<file path="config.mk">
export PLATFORM = sky130hd
export DESIGN_NAME = hazard_ctrl
export DESIGN_NICKNAME = d
export VERILOG_FILES = /design/src/rtl/hazard_ctrl.sv
export SDC_FILE = /design/constraint.sdc
export NUM_CORES = 1
export LEC_CHECK = 0
export BUFFER_PORTS_ARGS = -buffer_cell sky130_fd_sc_hd__buf_2
export CORE_ASPECT_RATIO = 0.6
export CORE_MARGIN = 5
export CORE_UTILIZATION = 36
export CTS_BUF_LIST = sky130_fd_sc_hd__clkbuf_16
export CTS_CLUSTER_DIAMETER = 50
export DETAILED_ROUTE_END_ITERATION = 10
export GPL_TIMING_DRIVEN = 0
export PLACE_DENSITY = 0.87
export SYNTH_ARGS = -nofsm -noshare
export SYNTH_HDL_FRONTEND = slang
export SYNTH_SLANG_ARGS = --single-unit
</file>
<file path="constraint.sdc">
create_clock -name clk -period 1.8 [get_ports clk]
set_input_delay 0.18 -clock clk [delete_from_list [all_inputs] [get_ports clk]]
set_output_delay 0.18 -clock clk [all_outputs]
set_load 0.02 [all_outputs]
</file>
<file path="src/rtl/hazard_ctrl.sv">
// Hazard unit for a 5-stage pipeline: operand forwarding, load-use and memory-wait stalls, redirect flushes.
// Optional HAZARD_PERF_EN adds stall/flush performance counters; otherwise they read as zero.
module hazard_ctrl #(
  parameter int CNT_W = 32
) (
  input  logic             clk,
  input  logic             rst,
  input  logic [4:0]       Rs1D,
  input  logic [4:0]       Rs2D,
  input  logic [4:0]       Rs1E,
  input  logic [4:0]       Rs2E,
  input  logic [4:0]       RdE,
  input  logic [1:0]       ResultSrcE,
  input  logic             PCSrcE,
  input  logic [4:0]       RdM,
  input  logic             RegWriteM,
  input  logic             MemReqM,
  input  logic             MemReadyM,
  input  logic [4:0]       RdW,
  input  logic             RegWriteW,
  output logic [1:0]       ForwardAE,
  output logic [1:0]       ForwardBE,
  output logic             StallF,
  output logic             StallD,
  output logic             FlushD,
  output logic             FlushE,
  output logic             StallEM,
  output logic             FlushW,
  output logic [CNT_W-1:0] StallCnt,
  output logic [CNT_W-1:0] FlushCnt
);

  typedef enum logic {RUN = 1'b0, MEM_WAIT = 1'b1} state_t;

  state_t state_q, state_d;
  logic   redirect_pend;
  logic   lw_stall, mem_stall, redir;

  // Memory stage wins over Writeback because it holds the younger result.
  function automatic logic [1:0] fwd_sel(input logic [4:0] rs, input logic [4:0] rd_m,
                                         input logic we_m, input logic [4:0] rd_w,
                                         input logic we_w);
    if (we_m && (rd_m != 5'd0) && (rd_m == rs))
      return 2'b10;
    else if (we_w && (rd_w != 5'd0) && (rd_w == rs))
      return 2'b01;
    else
      return 2'b00;
  endfunction

  assign mem_stall = MemReqM && !MemReadyM;
  assign lw_stall  = (ResultSrcE == 2'b01) && (RdE != 5'd0) && ((RdE == Rs1D) || (RdE == Rs2D));
  assign redir     = PCSrcE || redirect_pend;

  always_ff @(posedge clk) begin
    if (!rst) state_q <= RUN;
    else      state_q <= state_d;
  end

  always_comb begin
    state_d = state_q;
    case (state_q)
      RUN:      if (MemReqM && !MemReadyM) state_d = MEM_WAIT;
      MEM_WAIT: if (MemReadyM)             state_d = RUN;
      default:                             state_d = RUN;
    endcase
  end

  // A redirect seen while frozen is replayed on the first unfrozen cycle.
  always_ff @(posedge clk) begin
    if (!rst)           redirect_pend <= 1'b0;
    else if (mem_stall) redirect_pend <= redirect_pend | PCSrcE;
    else                redirect_pend <= 1'b0;
  end

  always_comb begin
    ForwardAE = 2'b00;
    ForwardBE = 2'b00;
    StallF    = 1'b0;
    StallD    = 1'b0;
    FlushD    = 1'b0;
    FlushE    = 1'b0;
    StallEM   = 1'b0;
    FlushW    = 1'b0;
    if (!rst) begin
      FlushD = 1'b1;
      FlushE = 1'b1;
      FlushW = 1'b1;
    end else begin
      ForwardAE = fwd_sel(Rs1E, RdM, RegWriteM, RdW, RegWriteW);
      ForwardBE = fwd_sel(Rs2E, RdM, RegWriteM, RdW, RegWriteW);
      if (mem_stall) begin
        StallF  = 1'b1;
        StallD  = 1'b1;
        StallEM = 1'b1;
        FlushW  = 1'b1;
      end else begin
        FlushD = redir;
        FlushE = redir || lw_stall;
        StallD = lw_stall && !redir;
        StallF = lw_stall && !PCSrcE;
      end
    end
  end

`ifdef HAZARD_PERF_EN
  logic [CNT_W-1:0] stall_cnt, flush_cnt;

  always_ff @(posedge clk) begin
    if (!rst) begin
      stall_cnt <= '0;
      flush_cnt <= '0;
    end else begin
      if (StallF) stall_cnt <= stall_cnt + CNT_W'(1);
      if (FlushE) flush_cnt <= flush_cnt + CNT_W'(1);
    end
  end

  assign StallCnt = stall_cnt;
  assign FlushCnt = flush_cnt;
`else
  assign StallCnt = '0;
  assign FlushCnt = '0;
`endif

endmodule

</file>
Word-level counts from Yosys, hierarchy flattened:

Cells that the tools add are included.

* divide/modulo/power cells: 0
* bitwise gates (word level): 1
* add/subtract/negate cells: 0
* shifts and indexed selects: 0
* reduce and logical (&&, ||, !) cells: 21
* muxes and demuxes: 17
* $mul: 0
* $lt $le $gt $ge: 0
* eq/ne operators: 7

Operators by type and width (count)
* $eq 5x5->1: 6
* $reduce_bool 5->1: 3
* $mux 1: 13
* $logic_and 1x1->1: 11
* $mux 2: 4
* $logic_not 1->1: 3
* $logic_or 1x1->1: 3
* $eq 2x1->1 const B: 1
* $reduce_and 2->1: 1
* $or 1x1->1: 1

* memories kept: 0
* output and inout port bits: 74
* bits of input ports: 44
* bits in latches: 0
* register bits after elaboration: 1
* RAM bits: 0
* bits in read-only memories: 0

Depth between registers and ports, before layout:

Gate-level depths: netlist of run 1.

* depth in word-level cells: 6
* depth in mapped cells: 5
* depth with buffers taken out: 5

Least setup slack after synthesis of run 1:

Ideal clock, no wire load.

* kind: in2out
* start point: input RdM[1]
* end point: output ForwardAE[0]
* slack: 0.183 ns
* arrival: 1.437 ns
* cell stages on the path: 4
* cell sequence: or4_1 o21ai_2 nor4_1 nor4_2

* word-level cells in the longest chain between the ends: 5
* elaborated cells on any way between the ends: 6

RTL lines
* start: declaration: line 15 `input logic [4:0] RdM,`
* $reduce_bool 5->1: line 43 `if (we_m && (rd_m != 5'd0) && (rd_m == rs))`
* $logic_and 1x1->1: line 43
* $logic_and 1x1->1 *: line 43
* $mux 2 *: line 43
* $mux 2 *: line 85 `if (!rst) begin`
* end: declaration: line 21 `output logic [1:0] ForwardAE,`

Every way passes the cells marked *; elsewhere a longest branch is shown, timed or not.

Worst setup path after layout of run 1:

* start point: input RdW[1]
* end point: output ForwardBE[0]

* word-level cells in the longest chain between the ends: 6
* elaborated cells on any way between the ends: 7

RTL lines
* start: declaration: line 19 `input logic [4:0] RdW,`
* $reduce_bool 5->1: line 45 `else if (we_w && (rd_w != 5'd0) && (rd_w == rs))`
* $logic_and 1x1->1: line 45
* $logic_and 1x1->1 *: line 45
* $mux 1 *: line 45
* $mux 2 *: line 43
* $mux 2 *: line 85
* end: declaration: line 22 `output logic [1:0] ForwardBE,`

Marks and branches as above.

==> flow_metrics.env, run 1 <==
export IMPL_postLayoutCoreUtil_pct=59.9
export IMPL_synthesis_area_sq_um=986
export IMPL_synthToLayoutAreaGrowth_pct=55.5
export IMPL_synthDistinctLibCells=22
export IMPL_drc=0
export IMPL_grt_usage_pct=12.5
export IMPL_fillers=236
export IMPL_post_cts_buffers=0
export IMPL_hp_start="redirect_pend$_SDFF_PN0_"
export IMPL_routed_via_density=3.46
export IMPL_start_util_pct=38.6
export IMPL_coreArea_sq_mm=0.00256
export IMPL_drt_total_wl_um=2900
export IMPL_crit_fanout=3
export IMPL_nets=293
export IMPL_ant_nets=0
export IMPL_synth_edff_count=0
export IMPL_finalWeightedCongestion=0.894
export IMPL_io_pins=118
export IMPL_status="complete, no violations"
export IMPL_fin_crit_sh_pct=95.3
export IMPL_grt_antenna_before_repair=0
export IMPL_end_kind="output port"
export IMPL_cts_hold_buf=0
export IMPL_rsz0062_at_grt="yes"
export IMPL_synth_seq_cells=1
export IMPL_rr_startpoint="redirect_pend$_SDFF_PN0_"
export IMPL_r2r_slack_ns=1.25
export IMPL_die_h_um=50.5
export IMPL_holdPathEnd="redirect_pend$_SDFF_PN0_"
export IMPL_fin_setup_tns_ns=0
export IMPL_fin_ws_ns=0.0839
export IMPL_die_area_sq_mm=0.00392
export IMPL_syn_inst=131
export IMPL_synth_top_area_cell="buf_4"
export IMPL_pre_cts_slack_ns=0.0329
export IMPL_cp_arrival_ns=1.54
export IMPL_min_period_ns=1.72
export IMPL_hold_class="flop to flop"
export IMPL_critPathMaxStageDelay_ns=0.56
export IMPL_antenna_cells=0
export IMPL_rows=14
export IMPL_required_ns=1.62
export IMPL_crit_path_start_kind="input pin"
export IMPL_cp_common_cell="or4_1"
export IMPL_powerDensity_mw_per_mm2=281
export IMPL_ir_worst_vdd_mv=0.153
export IMPL_maxSlewViolCount=0
export IMPL_largest_reg_flops=1
export IMPL_largest_registers="redirect_pend (1)"
export IMPL_clkTransAtPathRegs_ns=0
export IMPL_hold_depth=2
export IMPL_crit_family="simple AND/OR/NAND/NOR gates"
export IMPL_crit_slowest_cell="or4_1"
export IMPL_dp_hpwl_um=2800
export IMPL_clk_latency_ns=0
export IMPL_drive_gt1_share_pct=49.4
export IMPL_wl_per_cell_um=10.4
export IMPL_setup_viol=0
export IMPL_worst_path_buf_inv=2
export IMPL_ys_async_sr_fraction_pct=0
export IMPL_critPathKind="input pin to output port"
export IMPL_yosysWarnings=0
export IMPL_drt_iter0_markers=29
export IMPL_final_hold_viol_count=0
export IMPL_skew_ns=0
export IMPL_synthTopCellsByArea="buf_4 49%, xor2_1 21%, xnor2_1 5.3%"
export IMPL_power_mw=0.431
export IMPL_grt_start_max_net_pins=8
export IMPL_top_register="redirect_pend"
export IMPL_grt_pass1_wl_um=4140
export IMPL_cap_violations=0
export IMPL_vias=966
export IMPL_cts_resized=0
export IMPL_reg2reg_depth=2
export IMPL_seq_area_frac_synth_pct=2.03
export IMPL_fmax_mhz=583
export IMPL_synth_top_area_share_pct=48.7
export IMPL_p_leak_nw=0.965
export IMPL_worst_r2r_endpoint="redirect_pend$_SDFF_PN0_"
export IMPL_synth_flop_cell="dfxtp_1"
export IMPL_portBuffers=53
export IMPL_worstPathCellList="buf_2 -> or4_1 -> o211ai_1 -> or4_1 -> nor4_2 -> buf_4"
export IMPL_die_x_um=77.6
export IMPL_syn_avg_cell_area_sq_um=7.53
export IMPL_grt_pass1_vias=912
export IMPL_drt_first_pass_iters=6
export IMPL_globalRouteOverflowTotal=0
## power by group
part | switching (mW) | internal [mW] | leakage, nW
Combinational | 0.233 | 0.175 | 0.957
Sequential | 0.000132 | 0.0233 | 0.00814
Clock | 0 | 0 | 0
## cell usage in the layout (no fill, tap or decap)
cell,n
buf_4,66
conb_1,64
buf_2,51
xor2_1,24
xnor2_1,6
or4_1,5
nor2_1,4
nand2_1,3
inv_1,3
nor2b_1,2
nand3_1,2
nor4_1,2
nor4_2,2
nor3_1,2
o31ai_1,2
and2_2,2
o21ai_2,1
o211ai_1,1
nand2b_1,1
a22oi_1,1
o21ai_1,1
o41ai_1,1
dfxtp_1,1
## cells in the mapped netlist (3+ instances only)
cell / count
nand2_1: 3
buf_4: 64
xnor2_1: 6
xor2_1: 24
inv_1: 3
or4_1: 5
nor2_1: 4
## tightest hold or removal path, cell delays in order (launching register included)
cell and delay [ns]:
dfxtp_1 0.28, nor2_1 0.04, nor2_1 0.07
## cells by family after synthesis
logic type      after synthesis  synth area share, %
xor+xnor                     30                 26.6
compound gates                7                 5.33
other cells                   1                0.380
simple gates                 25                 15.7
buf+inv                      67                 49.9
flops                         1                 2.03
## area by class of cell
cell class | instances | area, sq um | share of cell area [%]
inverters | 3 | 11.3 | 0.735
multi-input cells | 126 | 711 | 46.4
plain buffers | 64 | 480 | 31.3
repair buffers | 53 | 270 | 17.6
flip-flops and latches | 1 | 20.0 | 1.31
well taps | 32 | 40.0 | 2.61
## how the worst max path moves through the flow
stage,to,depth (start not counted),startpoint
2_1_floorplan,ForwardAE[0],4,RdM[1]
3_3_place_gp,ForwardBE[0],6,RdM[1]
3_5_place_dp,ForwardBE[0],6,RdM[1]
4_1_cts,ForwardBE[0],6,RdM[1]
5_1_grt,ForwardBE[0],6,RdW[1]
6_report,ForwardBE[0],6,RdW[1]
## layer usage
layer | part of all wire, % | track usage [%]
met1 | 40 | 16.6
met2 | 54 | 22.6
met3 | 6.2 | 1.61
met4 | 0 | 0.857
met5 | 0 | 0
## through the flow
step | cells | hold slack, ns | cell area, sq um
floorplan | 194 | 0.310 | 1220
global placement | 279 | 0.437 | 1530
detailed placement | 279 | 0.446 | 1530
CTS | 279 | 0.446 | 1530
global route | 279 | 0.500 | 1530
finish | 279 | 0.440 | 1530
(Power assumes the default switching activity.)
==> inputs of run 2 (changes only) <==
--- a/config.mk
+++ b/config.mk
@@ -8,12 +8,12 @@
 export BUFFER_PORTS_ARGS = -buffer_cell sky130_fd_sc_hd__buf_2
 export CORE_ASPECT_RATIO = 0.6
 export CORE_MARGIN = 5
-export CORE_UTILIZATION = 36
-export CTS_BUF_LIST = sky130_fd_sc_hd__clkbuf_16
+export CORE_UTILIZATION = 37
+export CTS_BUF_LIST = sky130_fd_sc_hd__clkbuf_8
 export CTS_CLUSTER_DIAMETER = 50
 export DETAILED_ROUTE_END_ITERATION = 10
 export GPL_TIMING_DRIVEN = 0
-export PLACE_DENSITY = 0.87
+export PLACE_DENSITY = 0.89
 export SYNTH_ARGS = -nofsm -noshare
 export SYNTH_HDL_FRONTEND = slang
 export SYNTH_SLANG_ARGS = --single-unit
==> constraint.sdc (replaced) <==
create_clock -name clk -period 2.2 [get_ports clk]
set_input_delay 0.22 -clock clk [delete_from_list [all_inputs] [get_ports clk]]
set_output_delay 0.22 -clock clk [all_outputs]
set_load 0.02 [all_outputs]
==> flow_metrics.env, run 2 (synthesis gave the netlist of run 1 again) <==
export IMPL_r2r_slack_ns=1.64
export IMPL_fillers=253
export IMPL_hp_start="redirect_pend$_SDFF_PN0_"
export IMPL_ant_nets=0
export IMPL_maxSlewViolCount=0
export IMPL_mostFrequentLayoutCells="64 x buf_4, 64 x conb_1, 53 x buf_2"
export IMPL_rr_startpoint="redirect_pend$_SDFF_PN0_"
export IMPL_antenna_cells=0
export IMPL_swShare_pct=54.1
export IMPL_grt_usage_pct=13.0
export IMPL_die_h_um=50.0
export IMPL_p_int_mw=0.162
export IMPL_dp_hpwl_um=2820
export IMPL_worstPathCellList="buf_2 -> or4_1 -> o21ai_2 -> nor4_1 -> nor4_2 -> buf_2"
export IMPL_cp_startpoint="RdM[1]"
export IMPL_fmax_mhz=544
export IMPL_crit_fanout=3
export IMPL_finalWeightedCongestion=0.839
export IMPL_wl_per_cell_um=10.4
export IMPL_crit_family="simple AND/OR/NAND/NOR gates"
export IMPL_end_kind="output port"
export IMPL_reg2reg_depth=2
export IMPL_critPathKind="input pin to output port"
export IMPL_p_leak_nw=0.966
export IMPL_clkTransAtPathRegs_ns=0
export IMPL_synthToLayoutAreaGrowth_pct=54.9
export IMPL_largest_registers="redirect_pend (1)"
export IMPL_grt_pass1_vias=970
export IMPL_required_ns=1.98
export IMPL_powerDensity_mw_per_mm2=231
export IMPL_clk_latency_ns=0
export IMPL_vias=971
export IMPL_status="complete, no violations"
export IMPL_routed_via_density=3.48
export IMPL_skew_ns=0
export IMPL_final_hold_viol_count=0
export IMPL_p_sw_mw=0.191
export IMPL_globalRouteOverflowTotal=0
export IMPL_p_clk_share_pct=0
export IMPL_crit_path_start_kind="input pin"
export IMPL_drc=0
export IMPL_drt_total_wl_um=2910
export IMPL_power_share_combinational_pct=94.6
export IMPL_top_register="redirect_pend"
export IMPL_holdPathEnd="redirect_pend$_SDFF_PN0_"
export IMPL_cts_resized=0
export IMPL_die_x_um=76.6
export IMPL_setup_viol=0
export IMPL_coreArea_sq_mm=0.00252
export IMPL_post_cts_buffers=0
export IMPL_cts_hold_buf=0
export IMPL_die_area_sq_mm=0.00383
export IMPL_hold_class="flop to flop"
export IMPL_drt_first_pass_iters=4
export IMPL_min_period_ns=1.84
export IMPL_power_mw=0.353
export IMPL_rows=14
export IMPL_postLayoutCoreUtil_pct=60.6
export IMPL_grt_pass1_wl_um=4270
export IMPL_io_pins=118
export IMPL_worst_r2r_endpoint="redirect_pend$_SDFF_PN0_"
export IMPL_hold_slack_ns=0.449
export IMPL_fin_crit_sh_pct=83.5
export IMPL_worst_path_buf_inv=2
export IMPL_largest_reg_flops=1
export IMPL_hold_depth=2
export IMPL_rsz0062_at_grt="no"
export IMPL_nets=293
export IMPL_portBuffers=53
export IMPL_cp_common_cell="buf_2"
export IMPL_drive_gt1_share_pct=49.4
export IMPL_cp_arrival_ns=1.62
export IMPL_crit_slowest_cell="or4_1"
export IMPL_cap_violations=0
export IMPL_critPathMaxStageDelay_ns=0.55
export IMPL_seq_power_share_pct=5.4
export IMPL_grt_start_max_net_pins=8
export IMPL_ir_worst_vdd_mv=0.105
export IMPL_start_util_pct=39.1
export IMPL_fin_setup_tns_ns=0
export IMPL_grt_antenna_before_repair=0
export IMPL_drt_iter0_markers=29
run 2: cell counts in the layout (fill, tap and decap cells not counted):
No cell type changed its count.
run 2: area by class of cell:
class	instances	area [sq um]	share of cell area, %
repair buffers	53	265	17.4
plain buffers	64	480	31.4
multi-input cells	126	711	46.5
flip-flops and latches	1	20.0	1.31
inverters	3	11.3	0.737
well taps	32	40.0	2.62
run 2: worst max path at each step:
stage,cells after the start,slack [ns],endpoint
2_1_floorplan,4,0.50,ForwardAE[0]
3_3_place_gp,6,0.34,ForwardAE[0]
3_5_place_dp,6,0.36,ForwardAE[0]
4_1_cts,6,0.36,ForwardAE[0]
5_1_grt,6,0.27,ForwardAE[0]
6_report,6,0.36,ForwardAE[0]
run 2: worst register-to-register path: stages, from the launching register on:
cell     delay (ns)
dfxtp_1        0.27
nor2_1         0.11
nor2_1         0.05
run 2: per-stage QoR:
step / setup slack (ns) / std cells / area (sq um)
finish: 0.363 / 279 / 1530
global route: 0.266 / 279 / 1530
CTS: 0.362 / 279 / 1530
detailed placement: 0.362 / 279 / 1530
global placement: 0.344 / 279 / 1530
floorplan: 0.503 / 194 / 1220
run 2: metal layers:
metal	vias up	track usage (%)	wire length, um
met2	45	25.4	1580
met3	2	2.36	212
met1	393	15.4	1100
li1	531	-	-
met4	0	0.872	21
met5	-	0	0
run 2: power groups by stage:
stage               sequential (mW)  clock [mW]  combinational, mW
floorplan                    0.0191           0              0.249
global placement             0.0191           0              0.320
detailed placement           0.0192           0              0.324
CTS                          0.0192           0              0.325
global route                 0.0192           0              0.360
finish                       0.0192           0              0.334
==> inputs of run 3 (changes only) <==
--- a/config.mk
+++ b/config.mk
@@ -8,12 +8,12 @@
 export BUFFER_PORTS_ARGS = -buffer_cell sky130_fd_sc_hd__buf_2
 export CORE_ASPECT_RATIO = 0.6
 export CORE_MARGIN = 5
-export CORE_UTILIZATION = 37
+export CORE_UTILIZATION = 34
 export CTS_BUF_LIST = sky130_fd_sc_hd__clkbuf_8
 export CTS_CLUSTER_DIAMETER = 50
 export DETAILED_ROUTE_END_ITERATION = 10
 export GPL_TIMING_DRIVEN = 0
-export PLACE_DENSITY = 0.89
+export PLACE_DENSITY = 0.83
 export SYNTH_ARGS = -nofsm -noshare
 export SYNTH_HDL_FRONTEND = slang
 export SYNTH_SLANG_ARGS = --single-unit
==> constraint.sdc (replaced) <==
create_clock -name clk -period 1.7 [get_ports clk]
set_input_delay 0.17 -clock clk [delete_from_list [all_inputs] [get_ports clk]]
set_output_delay 0.17 -clock clk [all_outputs]
set_load 0.02 [all_outputs]
==> flow_metrics.env, run 3 (synthesis gave the netlist of run 1 again) <==
export IMPL_grt_start_max_net_pins=8
export IMPL_finalWeightedCongestion=0.832
export IMPL_clk_latency_ns=0
export IMPL_critPathKind="input pin to output port"
export IMPL_io_pins=118
export IMPL_drt_first_pass_iters=4
export IMPL_grt_pass1_vias=937
export IMPL_synthToLayoutAreaGrowth_pct=61.7
export IMPL_fmax_mhz=582
export IMPL_skew_ns=0
export IMPL_setup_viol=2
export IMPL_die_x_um=79.5
export IMPL_hold_slack_ns=0.440
export IMPL_fin_ws_ns=-0.0192
export IMPL_hold_class="input pin to flop"
export IMPL_routed_via_density=3.40
export IMPL_crit_path_start_kind="input pin"
export IMPL_die_h_um=51.7
export IMPL_antenna_cells=0
export IMPL_maxSlewViolCount=0
export IMPL_ant_nets=0
export IMPL_required_ns=1.53
export IMPL_final_hold_viol_count=0
export IMPL_ir_worst_vdd_mv=0.139
export IMPL_start_util_pct=34.8
export IMPL_fin_setup_tns_ns=-0.0306
export IMPL_rsz0062_at_grt="yes"
export IMPL_rows=15
export IMPL_largest_registers="redirect_pend (1)"
export IMPL_end_kind="output port"
export IMPL_clkTransAtPathRegs_ns=0
export IMPL_dp_hpwl_um=2820
export IMPL_grt_pass1_wl_um=4080
export IMPL_status="finished, violations left"
export IMPL_drive_gt1_share_pct=51.0
export IMPL_grt_usage_pct=12.1
export IMPL_coreArea_sq_mm=0.00283
export IMPL_drc=0
export IMPL_cp_arrival_ns=1.55
export IMPL_fin_crit_sh_pct=101
export IMPL_crit_fanout=3
export IMPL_top_register="redirect_pend"
export IMPL_r2r_slack_ns=1.13
export IMPL_min_period_ns=1.72
export IMPL_p_leak_nw=0.981
export IMPL_violations="negative setup slack"
export IMPL_powerDensity_mw_per_mm2=294
export IMPL_largest_reg_flops=1
export IMPL_vias=990
export IMPL_grt_antenna_before_repair=0
export IMPL_postLayoutCoreUtil_pct=56.2
export IMPL_globalRouteOverflowTotal=0
export IMPL_die_area_sq_mm=0.00411
export IMPL_final_common_cell="buf_4"
export IMPL_drt_iter0_markers=8
export IMPL_cap_violations=0
export IMPL_drt_total_wl_um=2970
export IMPL_mostFrequentLayoutCells="68 x buf_4, 64 x conb_1, 49 x buf_2"
export IMPL_portBuffers=53
export IMPL_nets=295
export IMPL_power_mw=0.469
export IMPL_wl_per_cell_um=10.2
run 3: cell count changes in the layout (fill, tap and decap cells not counted), sizes merged:
cell	previous run	this run
buf	117	119
run 3: cell type report:
type,instances,area [sq um]
Sequential cell,1,20.0
Buffer,64,480
Fill cell,279,1240
Timing Repair Buffer,55,298
Tap cell,42,52.6
Multi-Input combinational cell,126,732
Inverter,3,11.3
run 3: what timing repair did:
action                     CTS  global route
hold buffers                 0             0
cloned                       0             0
pin swaps                    4             1
setup endpoints to repair    2             3
gates resized for setup      4             6
buffers inserted             1             1
run 3: worst max-delay path, cell delays in order:
cell and delay, ns:
buf_2 0.13, or4_4 0.55, o21ai_4 0.18, buf_4 0.13, nor4_2 0.04, and2_2 0.19, buf_4 0.16
run 3: per-stage QoR:
stage	setup slack [ns]	cell area [sq um]	instances
after global placement	-0.0258	1540	289
after detailed placement	-0.0364	1540	289
final	-0.0192	1590	291
after global routing	-0.0787	1590	291
after floorplan	0.103	1220	194
after CTS	-0.00390	1560	290
run 3: power breakdown:
part	switching (mW)	internal, mW
Clock	0	0
Combinational	0.252	0.192
Sequential	0.000157	0.0246
run 3: path summary, 6_finish.rpt:
kind	startpoint	end	cells after the start
max reg2reg	redirect_pend$_SDFF_PN0_	redirect_pend$_SDFF_PN0_	2
max	RdM[1]	ForwardAE[1]	7
min reg2reg	redirect_pend$_SDFF_PN0_	redirect_pend$_SDFF_PN0_	2
min	PCSrcE	redirect_pend$_SDFF_PN0_	3
run 3: layer usage:
layer | global-route usage [%] | up-vias | wire (um)
met2 | 24.7 | 29 | 1720
met5 | 0 | - | 0
li1 | - | 533 | -
met1 | 14.7 | 428 | 1120
met4 | 0 | 0 | 0
met3 | 1.04 | 0 | 134
